### config.mk
export PLATFORM = sky130hd
export DESIGN_NAME = config_rd_arbiter
export DESIGN_NICKNAME = d
export VERILOG_FILES = /design/src/rtl/config_rd_arbiter_pkg.sv /design/src/rtl/config_rd_arbiter_rr_pick.sv /design/src/rtl/config_rd_arbiter.sv
export SDC_FILE = /design/constraint.sdc
export NUM_CORES = 1
export LEC_CHECK = 0
export ABC_AREA = 1
export CAP_MARGIN = 0
export CORE_MARGIN = 2
export CORE_UTILIZATION = 45
export CTS_BUF_LIST = sky130_fd_sc_hd__clkbuf_8
export CTS_CLUSTER_DIAMETER = 80
export DETAILED_ROUTE_END_ITERATION = 10
export PLACE_DENSITY = 0.81
export SETUP_SLACK_MARGIN = 0.02
export SKIP_LAST_GASP = 1
export SLEW_MARGIN = 20
export SYNTH_ARGS = -nofsm -noshare
export SYNTH_HDL_FRONTEND = slang
export SYNTH_SLANG_ARGS = --single-unit
### constraint.sdc
create_clock -name clk_i -period 3.1 [get_ports clk_i]
set_clock_uncertainty 0.15 [all_clocks]
set_input_delay 0.31 -clock clk_i [delete_from_list [all_inputs] [get_ports clk_i]]
set_output_delay 0.31 -clock clk_i [all_outputs]
set_load 0.005 [all_outputs]
### src/rtl/config_rd_arbiter_pkg.sv
// Shared definitions for the neuron configuration memory read arbiter.
package config_rd_arbiter_pkg;

  // Default config memory address width (one address per neuron).
  localparam int NURN_CNT_BIT_WIDTH_DEF = 8;

  // Arbiter state encoding.
  typedef enum logic {
    IDLE  = 1'b0,
    BURST = 1'b1
  } arb_state_e;

  // Requester slot assignment on the shared port.
  localparam int REQ_NURN = 0;
  localparam int REQ_STDP = 1;
  localparam int REQ_DBG  = 2;

endpackage

### src/rtl/config_rd_arbiter_rr_pick.sv
// Circular priority picker: first set request at or after start, wrapping.
module config_rd_arbiter_rr_pick #(
  parameter int N     = 4,
  parameter int IDX_W = 2
) (
  input  logic [N-1:0]     req,
  input  logic [IDX_W-1:0] start,
  output logic [N-1:0]     onehot,
  output logic [IDX_W-1:0] idx,
  output logic             any
);

  // Scan N slots starting at 'start'; the slot just before start is last.
  always_comb begin
    int k;
    onehot = '0;
    idx    = '0;
    any    = 1'b0;
    k      = 0;
    for (int i = 0; i < N; i++) begin
      k = int'(start) + i;
      if (k >= N) k = k - N;
      if (!any && req[k]) begin
        onehot[k] = 1'b1;
        idx       = IDX_W'(k);
        any       = 1'b1;
      end
    end
  end

endmodule

### src/rtl/config_rd_arbiter.sv
// Round-robin, burst-bounded arbiter sharing one config memory read port.
module config_rd_arbiter
  import config_rd_arbiter_pkg::*;
#(
  parameter int NUM_REQ            = 4,
  parameter int NURN_CNT_BIT_WIDTH = NURN_CNT_BIT_WIDTH_DEF,
  parameter int MAX_BURST          = 4,
  parameter int BURST_CNT_W        = 3,
  localparam int OWN_W             = $clog2(NUM_REQ)
) (
  input  logic                                  clk_i,
  input  logic                                  rst_n_i,
  input  logic [NUM_REQ-1:0]                    req_i,
  input  logic [NUM_REQ*NURN_CNT_BIT_WIDTH-1:0] addr_i,
  input  logic                                  hold_i,
  output logic [NUM_REQ-1:0]                    gnt_o,
  output logic [NUM_REQ-1:0]                    rsp_vld_o,
  output logic [NURN_CNT_BIT_WIDTH-1:0]         Addr_Config_o,
  output logic                                  rdEn_Config_o,
  output logic [OWN_W-1:0]                      owner_o
);

  arb_state_e               state_q, state_d;
  logic [OWN_W-1:0]         owner_q, owner_d, start_idx, pick_idx;
  logic [BURST_CNT_W-1:0]   burst_q, burst_d;
  logic [NUM_REQ-1:0]       pick_oh, gnt, rsp_vld_q;
  logic                     pick_any, keep;

  // owner_q doubles as last_owner in IDLE, so one rotation start serves both
  // states; the current owner ends up as the lowest-priority candidate.
  assign start_idx = (owner_q == OWN_W'(NUM_REQ-1)) ? '0 : owner_q + 1'b1;

  config_rd_arbiter_rr_pick #(.N(NUM_REQ), .IDX_W(OWN_W)) u_pick (
    .req    (req_i),
    .start  (start_idx),
    .onehot (pick_oh),
    .idx    (pick_idx),
    .any    (pick_any)
  );

  assign keep = (state_q == BURST) && req_i[owner_q] &&
                (burst_q < BURST_CNT_W'(MAX_BURST));

  // Next-state / grant: continue the burst, else rotate, else go idle.
  always_comb begin
    state_d = state_q;
    owner_d = owner_q;
    burst_d = burst_q;
    gnt     = '0;
    if (!hold_i) begin
      if (keep) begin
        gnt[owner_q] = 1'b1;
        burst_d      = burst_q + 1'b1;
      end else if (pick_any) begin
        gnt     = pick_oh;
        owner_d = pick_idx;
        burst_d = BURST_CNT_W'(1);
        state_d = BURST;
      end else begin
        state_d = IDLE;
        burst_d = '0;
      end
    end
  end

  // Grants are combinational from req_i, so gate them off during reset.
  assign gnt_o         = rst_n_i ? gnt : '0;
  assign rdEn_Config_o = |gnt_o;
  assign owner_o       = owner_q;
  assign rsp_vld_o     = rsp_vld_q;

  // Address mux: zero when idle so the memory address bus stays quiet.
  always_comb begin
    Addr_Config_o = '0;
    for (int k = 0; k < NUM_REQ; k++)
      if (gnt_o[k]) Addr_Config_o = Addr_Config_o |
                                    addr_i[k*NURN_CNT_BIT_WIDTH +: NURN_CNT_BIT_WIDTH];
  end

  // Arbitration state; reset leaves requester 0 first in line.
  always_ff @(posedge clk_i or negedge rst_n_i) begin
    if (!rst_n_i) begin
      state_q <= IDLE;
      owner_q <= OWN_W'(NUM_REQ-1);
      burst_q <= '0;
    end else begin
      state_q <= state_d;
      owner_q <= owner_d;
      burst_q <= burst_d;
    end
  end

  // Response strobe tracks the memory's output register, one cycle behind gnt.
  always_ff @(posedge clk_i or negedge rst_n_i) begin
    if (!rst_n_i) rsp_vld_q <= '0;
    else          rsp_vld_q <= gnt_o;
  end

  a_gnt_onehot: assert property (@(posedge clk_i) disable iff (!rst_n_i) $onehot0(gnt_o));

endmodule

==> flow_summary.toml, run 1 <==
[clock_network]
cts_tree = "built"
cts.clk_slew.worst_paths_ns = 0.05
cts_hold_buf = 0
cts_root_buf = "clkbuf_8"
clock_sinks = 10
clk_latency_ns = 0.23
clockBufferDepth = 2
cts-buffers-inserted = 3
cts-htree-levels = 1

[setup_path]
cp_slowest_cell = "dfstp_2"
worst_ep_arrival_time_ns = 2.78
crit_type = "flop to output port"
crit_chain = "buf_6 > buf_4 > ha_2 > nor2_2 > inv_1 > nand3_2 > nand2_4 > nand4_1 > nand3_1 > nand2_2 > nand2_4 > nand3_2 > nand2_1 > inv_1 > nand2_1 > clkdlybuf4s50_1"
critPathMaxFanout = 5
crit_required_ns = 2.64
reg2reg_from = "owner_o[0]$_DFFE_PN1P_"
crit_path_start_kind = "flop"
rr_endpoint = "owner_o[1]$_DFFE_PN1P_"
rrSetupSlack_ns = -0.08
slowest_delay_ns = 0.59
reg2reg_depth = 19
endpoint_kind = "output port"

[final_layout]
nets = 365
fillers = 182
area_growth_pct = 79.9
layout-drive-gt1-share_pct = 30.4
antenna_cells = 0
final_util_pct = 83.9

[placement]
dpl.hpwl_um = 3130
place_congestion = 0.828
port_buffers = 57
dp_slack_ns = 0.00619

[sta]
slew_headroom_pct = 75.7
period_needed_ns = 3.24
hold_slack_ns = 0.269
setup_slack_ns = -0.135
worstMarginPinSlew_ns = 0.360
post-route-period-util_pct = 104
rsz0062_at_grt = "yes"
drv_slew = 0
hold_viol = 0
setup_viol = 8
fmax_ghz = 0.309

[detailed_routing]
wl_per_cell_um = 14.7
drt.antenna.violating_nets = 0
drt-total-wl_um = 5120
first_pass_iters = 6
drc = 0
first_iter_violations = 158
vias = 1960
via_per_inst = 5.62

[grt]
grt_pass1_wl_um = 7350
grtUsageMet1_pct = 34.6
grt.busiest_layer = "met2"
grt_max_degree = 37
antenna_found_initial = 0
grt_overflow = 0
track_usage_pct = 26.3
met3_usage_pct = 2.16
gr-usage-met2_pct = 45.2
grt_pass1_vias = 1737

[synth]
synth_top_area_share_pct = 15.5
yosysSeqAreaShare_pct = 18.1
yosysTopAreaCell = "nand2_1"
ys_async_sr_fraction_pct = 100
yosys_warnings = 0
synth_fp_nets = 268
synth_area_leaders = "nand2_1 (16%), dfrtp_1 (14%), nand4_1 (14%), inv_1 (9.7%), ha_1 (8.0%)"
synth_edf_count = 0
synthDistinctLibCells = 25
avgSynthCellArea_sq_um = 6.36
synth_seq_cells = 10
synth_cells = 220
netlist_area_sq_um = 1400
ys.flop_type = "dfrtp_1"

[floorplan]
die_w_um = 59.8
rows = 20
initial_utilization_pct = 46.6
die_y_um = 59.8
io_pins = 58
dieArea_sq_um = 3570
core_area_sq_um = 3000

[min_path]
hp-class = "primary input to asynchronous set/reset pin"

[pwr]
power.switching_w = 0.00150
power.share.clock_pct = 5.2
switching_share_pct = 48.7
p_int_w = 0.00158
p_leak_nw = 1.34
p_per_area_nw_per_um2 = 1220
vdd_drop_max_mv = 0.808
seqPwrFrac_pct = 7.4
pwr-share-comb_pct = 87.4

[status]
violations = "negative setup slack"
status = "complete, but fails checks"

[flow_run]
cap_violations = 0
## layout by cell type (no fill, tap or decap), types with 3 or more instances in the layout
master	netlist	final
nand2_1	58	55
nand3_1	18	12
inv_1	36	31
buf_4	0	37
o21ai_0	10	8
nor2_4	1	3
nand3_2	10	16
dlymetal6s2s_1	0	7
buf_6	1	3
ha_2	0	3
inv_2	2	6
clkbuf_8	0	4
nand4_4	0	3
dlygate4sd2_1	0	3
nand2_4	3	7
or2_2	3	3
nand4_1	31	31
clkdlybuf4s50_1	0	47
dfrtp_1	8	8
nor2_1	5	3
nand2_2	3	3
a21oi_1	3	3
ha_1	9	4
nand3b_1	4	4
## metrics by stage
step	power [W]	cell area, sq um	setup TNS [ns]	cells
finish	0.00308	2520	-0.711	349
global route	0.00329	2520	-2.03	349
CTS	0.00254	2320	-0.359	337
detailed placement	0.00199	2080	0	315
global placement	0.00197	2080	0	315
floorplan	0.00137	1400	0	220
## routing by layer
layer	up-vias	routed length [um]
met3	22	363
met2	94	2580
met4	0	128
li1	933	-
met1	911	2040
met5	-	0
## critical path: cells and delay by family, from the launching register on
kind | cells | cell delay (ns)
adder cells (fa/ha/maj) | 1 | 0.19
buffers and inverters | 5 | 0.88
AND/OR/NAND/NOR | 10 | 0.89
flip-flops | 1 | 0.59
## synth_stat cells (all sizes together) (2+ instances only)
cell type  count
nand4         34
o21ai         10
inv           38
ha             9
dfrtp          8
buf            5
dfstp          2
or2            3
nand3         28
a21oi          3
nand3b         4
nand2         64
clkbuf         3
nor2           7
## power groups by stage
| stage | sequential (W) | clock (W) | combinational [W] |
|---|---|---|---|
| 6_report | 0.000227 | 0.000160 | 0.00269 |
| 5_1_grt | 0.000234 | 0.000170 | 0.00289 |
| 3_3_place_gp | 0.000220 | 0 | 0.00175 |
| 4_1_cts | 0.000218 | 0.000164 | 0.00216 |
| 3_5_place_dp | 0.000222 | 0 | 0.00177 |
| 2_1_floorplan | 0.000235 | 0 | 0.00114 |
## final cells by class
type                            instances  area, sq um  share of cell area [%]
Sequential cell                        10          253                    10.0
Clock buffer                            4         55.1                    2.19
Multi-Input combinational cell        165         1100                    43.9
Tap cell                               33         41.3                    1.64
Inverter                               39          149                    5.91
Timing Repair Buffer                   98          916                    36.4
## sequential cells by signal (all words and copies together), names as in the netlist
name and flops:
burst_q 3, state_q 1, rsp_vld_o 4, owner_o 2
## kinds of logic after synthesis
logic type / share of synthesized area, %
buffers and inverters: 13.3
AOI/OAI and AO/OA: 5.09
DFF: 18.1
and+or+nand+nor: 55.5
adders and majority gates: 8.04
## timing repair
action,4_1_cts,5_1_grt
pin swaps,4,15
resized for setup,13,34
setup endpoints to repair,13,16
cloned,2,0
setup buffers,16,12
## worst max path at each step
stage,start,end,slack [ns],depth (start not counted)
global route,owner_o[1]$_DFFE_PN1P_,Addr_Config_o[3],-0.30,14
detailed placement,owner_o[1]$_DFFE_PN1P_,Addr_Config_o[5],0.006,15
floorplan,owner_o[0]$_DFFE_PN1P_,Addr_Config_o[1],0.56,15
CTS,owner_o[0]$_DFFE_PN1P_,Addr_Config_o[6],-0.07,15
global placement,owner_o[1]$_DFFE_PN1P_,Addr_Config_o[5],0.03,15
finish,owner_o[1]$_DFFE_PN1P_,Addr_Config_o[5],-0.14,16
Power figures use the tool's default switching activity.
==> run 2: changes to the inputs <==
Settings changed: CORE_MARGIN 2 to 1, PLACE_DENSITY 0.81 to default, PLACE_DENSITY_LB_ADDON from default to 0.1.
==> run 2 against run 1 <==
  * The run ends with design-rule violations, negative setup slack left
  * Maximum frequency down 1.5%
  * Register-to-register slack better by 0.78 ns
  * Combinational power down 1%
  * Largest power group unchanged
  * Global-route usage up 2.6 points
  * Via count down 0.10%
  * Worst setup slack worse by 0.050 ns
  * Highest routed layer unchanged
  * Cell count down 1.1%
  * Non-clock buffer count down 2
  * Flip-flop and latch count unchanged
  * Clock power up 2%
  * Utilization up 3.8 points
==> flow_summary.toml, run 2 (synthesized netlist as in run 1, its figures left out) <==
[status]
status = "complete, but fails checks"
violations = "design-rule violations, negative setup slack"

[setup_path]
reg2reg_depth = 12
cp_slowest_cell = "dfstp_2"
endpoint_kind = "output port"
worst_ep_arrival_time_ns = 2.83
cp_common_cell = "nand2_4"
critPathMaxFanout = 6
crit_path_start_kind = "flop"
slowest_delay_ns = 0.61
crit_required_ns = 2.64
reg2reg_from = "owner_o[0]$_DFFE_PN1P_"
rrSetupSlack_ns = 0.70
crit_chain = "ha_4 > inv_2 > nand2_4 > nand2_2 > nand3_2 > nand2_4 > nor2_4 > nand4_1 > nand3_1 > nand2_2 > nand2_4 > nand3_2 > nand2_1 > inv_1 > nand2_1 > clkdlybuf4s50_1"
rr_endpoint = "owner_o[1]$_DFFE_PN1P_"
crit_type = "flop to output port"

[sta]
fmax_ghz = 0.304
hold_slack_ns = 0.255
setup_slack_ns = -0.185
rsz0062_at_grt = "yes"
post-route-period-util_pct = 106
period_needed_ns = 3.29
fin_tns_setup_ns = -0.766
drv_slew = 0
setup_viol = 10
worstMarginPinSlew_ns = 0.377
slew_headroom_pct = 74.9
hold_viol = 0

[clock_network]
cts_root_buf = "clkbuf_8"
cts_hold_buf = 0
clock_sinks = 10
clk_latency_ns = 0.24
cts-htree-levels = 1
clockBufferDepth = 2
cts_tree = "built"
cts-buffers-inserted = 3
cts.clk_slew.worst_paths_ns = 0.05

[detailed_routing]
drc = 9
first_pass_iters = 8
first_iter_violations = 153
drt-total-wl_um = 5470
wl_per_cell_um = 15.8
vias = 1958
drt.antenna.violating_nets = 0
via_per_inst = 5.68

[placement]
dp_slack_ns = 0.0191
placed_cells = 314
postPlaceCellArea_sq_um = 2070
place_congestion = 0.861
dpl.hpwl_um = 3160
port_buffers = 57

[final_layout]
largest_reg_flops = 4
nets = 363
layout-drive-gt1-share_pct = 31.2
regArea_sq_um = 253
stdcell_count = 345
antenna_cells = 0
area_growth_pct = 78.7
fillers = 150
multi_input_area_sq_um = 1120
fin_area_sq_um = 2500
most-common-layout-cells = "nand2_1 (50), clkdlybuf4s50_1 (50), buf_4 (36)"

[floorplan]
core_area_sq_um = 2850
rows = 19
io_pins = 58
die_w_um = 57.8
die_y_um = 57.8
dieArea_sq_um = 3340
initial_utilization_pct = 49.1

[grt]
grt_max_degree = 37
antenna_found_initial = 0
track_usage_pct = 28.9
grt_overflow = 0
grt_pass1_vias = 1716
grt_pass1_wl_um = 7650

[pwr]
pwr-share-comb_pct = 86.8
power.share.clock_pct = 5.4
switching_share_pct = 49.2
seqPwrFrac_pct = 7.8
vdd_drop_max_mv = 0.933
p_int_w = 0.00155
p_per_area_nw_per_um2 = 1220
p_leak_nw = 1.30
power.switching_w = 0.00150

[flow_run]
cap_violations = 0

[min_path]
hp-class = "primary input to asynchronous set/reset pin"
-- run 2: changes by cell type in the layout (fill, tap and decap cells not counted), sizes merged --
| cell | change |
|---|---|
| clkdlybuf4s50 | +3 |
| dlygate4sd2 | -3 |
| clkbuf | +1 |
| buf | -2 |
| dlymetal6s2s | -1 |
-- run 2: worst max path at each step --
stage	endpoint	slack, ns	startpoint
2_1_floorplan	Addr_Config_o[1]	0.56	owner_o[0]$_DFFE_PN1P_
3_3_place_gp	Addr_Config_o[6]	0.07	owner_o[0]$_DFFE_PN1P_
3_5_place_dp	Addr_Config_o[6]	0.02	owner_o[0]$_DFFE_PN1P_
4_1_cts	Addr_Config_o[6]	-0.09	owner_o[0]$_DFFE_PN1P_
5_1_grt	Addr_Config_o[5]	-0.29	owner_o[1]$_DFFE_PN1P_
6_report	Addr_Config_o[5]	-0.19	owner_o[0]$_DFFE_PN1P_
-- run 2: through the flow --
step	utilization (%)	total power (W)
after floorplan	-	0.00137
after global placement	72.7	0.00195
after detailed placement	72.7	0.00198
after CTS	79.9	0.00246
after global routing	87.7	0.00324
final	87.7	0.00305
-- run 2: power by group through the flow --
stage	clock network, W	logic, W	registers (W)
after floorplan	0	0.00114	0.000235
after global placement	0	0.00173	0.000220
after detailed placement	0	0.00176	0.000220
after CTS	0.000166	0.00206	0.000228
after global routing	0.000174	0.00283	0.000240
final	0.000164	0.00265	0.000238
-- run 2: final cells by class --
cell class	count	area share (%)
clock buffers	4	2.20
inverters	39	6.15
multi-input cells	165	44.6
flip-flops and latches	10	10.1
well taps	31	1.55
repair buffers	96	35.3
-- run 2: worst max-delay path, delay by kind of cell (launching register included) --
| kind | cells | cell delay [ns] |
|---|---|---|
| adder cells (fa/ha/maj) | 1 | 0.18 |
| buffers and inverters | 3 | 0.59 |
| flip-flops | 1 | 0.61 |
| AND/OR/NAND/NOR | 12 | 1.23 |
-- run 2: routing by layer --
| metal | GRT usage [%] | wire, um | up-vias |
|---|---|---|---|
| met2 | 49.0 | 2570 | 125 |
| met1 | 37.4 | 2230 | 881 |
| met3 | 4.69 | 475 | 23 |
| met5 | 0 | 0 | - |
| li1 | - | - | 929 |
| met4 | 9.52 | 189 | 0 |
-- run 2: repair_timing --
action / in CTS / in global routing
buffers inserted: 6 / 19
gates resized for setup: 18 / 32
endpoints found under the setup margin: 13 / 13
pin swaps: 7 / 14
cloned: 2 / 0
==> run 3: changes to the inputs <==
Settings changed: CAP_MARGIN 0 to 30, GPL_ROUTABILITY_DRIVEN from default to 0.
==> results of run 3 <==
The final DEF is identical to that of run 2; final timing and power are the same.
==> edit (settings of run 1) <==
Set the parameter `BURST_CNT_W` to 6 (it was 3).
--- a/src/rtl/config_rd_arbiter.sv
+++ b/src/rtl/config_rd_arbiter.sv
@@ -6,5 +6,5 @@
   parameter int NURN_CNT_BIT_WIDTH = NURN_CNT_BIT_WIDTH_DEF,
   parameter int MAX_BURST          = 4,
-  parameter int BURST_CNT_W        = 3,
+  parameter int BURST_CNT_W        = 6,
   localparam int OWN_W             = $clog2(NUM_REQ)
 ) (
Function: same outputs for any inputs over 10 cycles, from zero or initial values and one cycle with rst_n_i low; that may be too few to reach the edited logic, so the function may still have changed.
==> edit against run 1 <==
The flow still finishes with violations (setup timing). Count of clock-buffer cells in the layout shrank 1. Sequential cell count rose by 3. Total power up 13%. Worst setup slack worse by 0.049 ns. Wire length rose by 33%. Non-clock buffer count up 3. Critical path depth fell by 3. Final area increased by 7.5%. Worst hold slack got worse by 0.020 ns. Synthesized area grew 6.4%.
==> edit: results <==
[route]
met3WireLength_um = 635
met1Wirelength_mm = 2.60
wl_met2_mm = 3.31
drt_iter0_markers = 226

[worst_setup_path]
r2r_slack_ns = 0.57
crit_end = "gnt_o[2]"
critPathTopFamily = "buffers and inverters"

[run_status]
outcome = "finished with violations"
violations = "setup timing"

[placed_design]
hpwl_mm = 3.49
dp.cells = 342
place_area_mm2 = 0.00221
gp_congestion = 0.935

[power_and_ir_drop]
p_leak_nw = 1.50

[global_route]
grt_pass1_wl_mm = 8.14
grt_use_total_pct = 28.6
grt_pass1_vias = 1799
met1_usage_pct = 37.8

[yosys]
ys_seq_area_share_pct = 22.0
synth_common_cells = "nand2_1, inv_1, nand4_1"
synth.avg_cell_area_um2 = 6.42
syn_nets = 280
synth_xor_area_share_pct = 0.588
ys_types = 29

[sta]
fin_tns_setup_ns = -0.933
max_slew_margin_pct = 80.3
fin_ws_ns = -0.184
whs_ns = 0.250
setup_violations = 8

[layout]
largest_reg_flops = 6
final_layout_size_suffix_gt1_share_pct = 28.6

[clock_tree]
postCtsSetupRepairBufs = 10
cts_resized = 23
edit: changes by cell type after synthesis, moves of 5 or more:
cell,delta
clkinv_1,+8
nand2_1,+10
nand3_1,+5
nand3_2,-6
o21ai_0,-7
o21ai_1,+5
edit: logic make-up (layout without fill, tap and decap cells):
group / after synthesis / in the layout
DFF: 13 / 13
AOI/OAI and AO/OA: 12 / 12
adders and majority gates: 9 / 9
buffers and inverters: 52 / 149
xor gates and xnor gates: 1 / 1
and+or+nand+nor: 145 / 148
edit: final cells by class:
| type | count | area [um^2] |
|---|---|---|
| Tap cell | 44 | 55.1 |
| Clock inverter | 1 | 5.00 |
| Multi-Input combinational cell | 170 | 1140 |
| Clock buffer | 3 | 41.3 |
| Fill cell | 158 | 395 |
| Inverter | 44 | 168 |
| Timing Repair Buffer | 101 | 968 |
| Sequential cell | 13 | 328 |
edit: power by group:
group	internal (mW)	switching, mW
clock network	0.0890	0.0663
registers	0.232	0.0422
logic	1.40	1.66
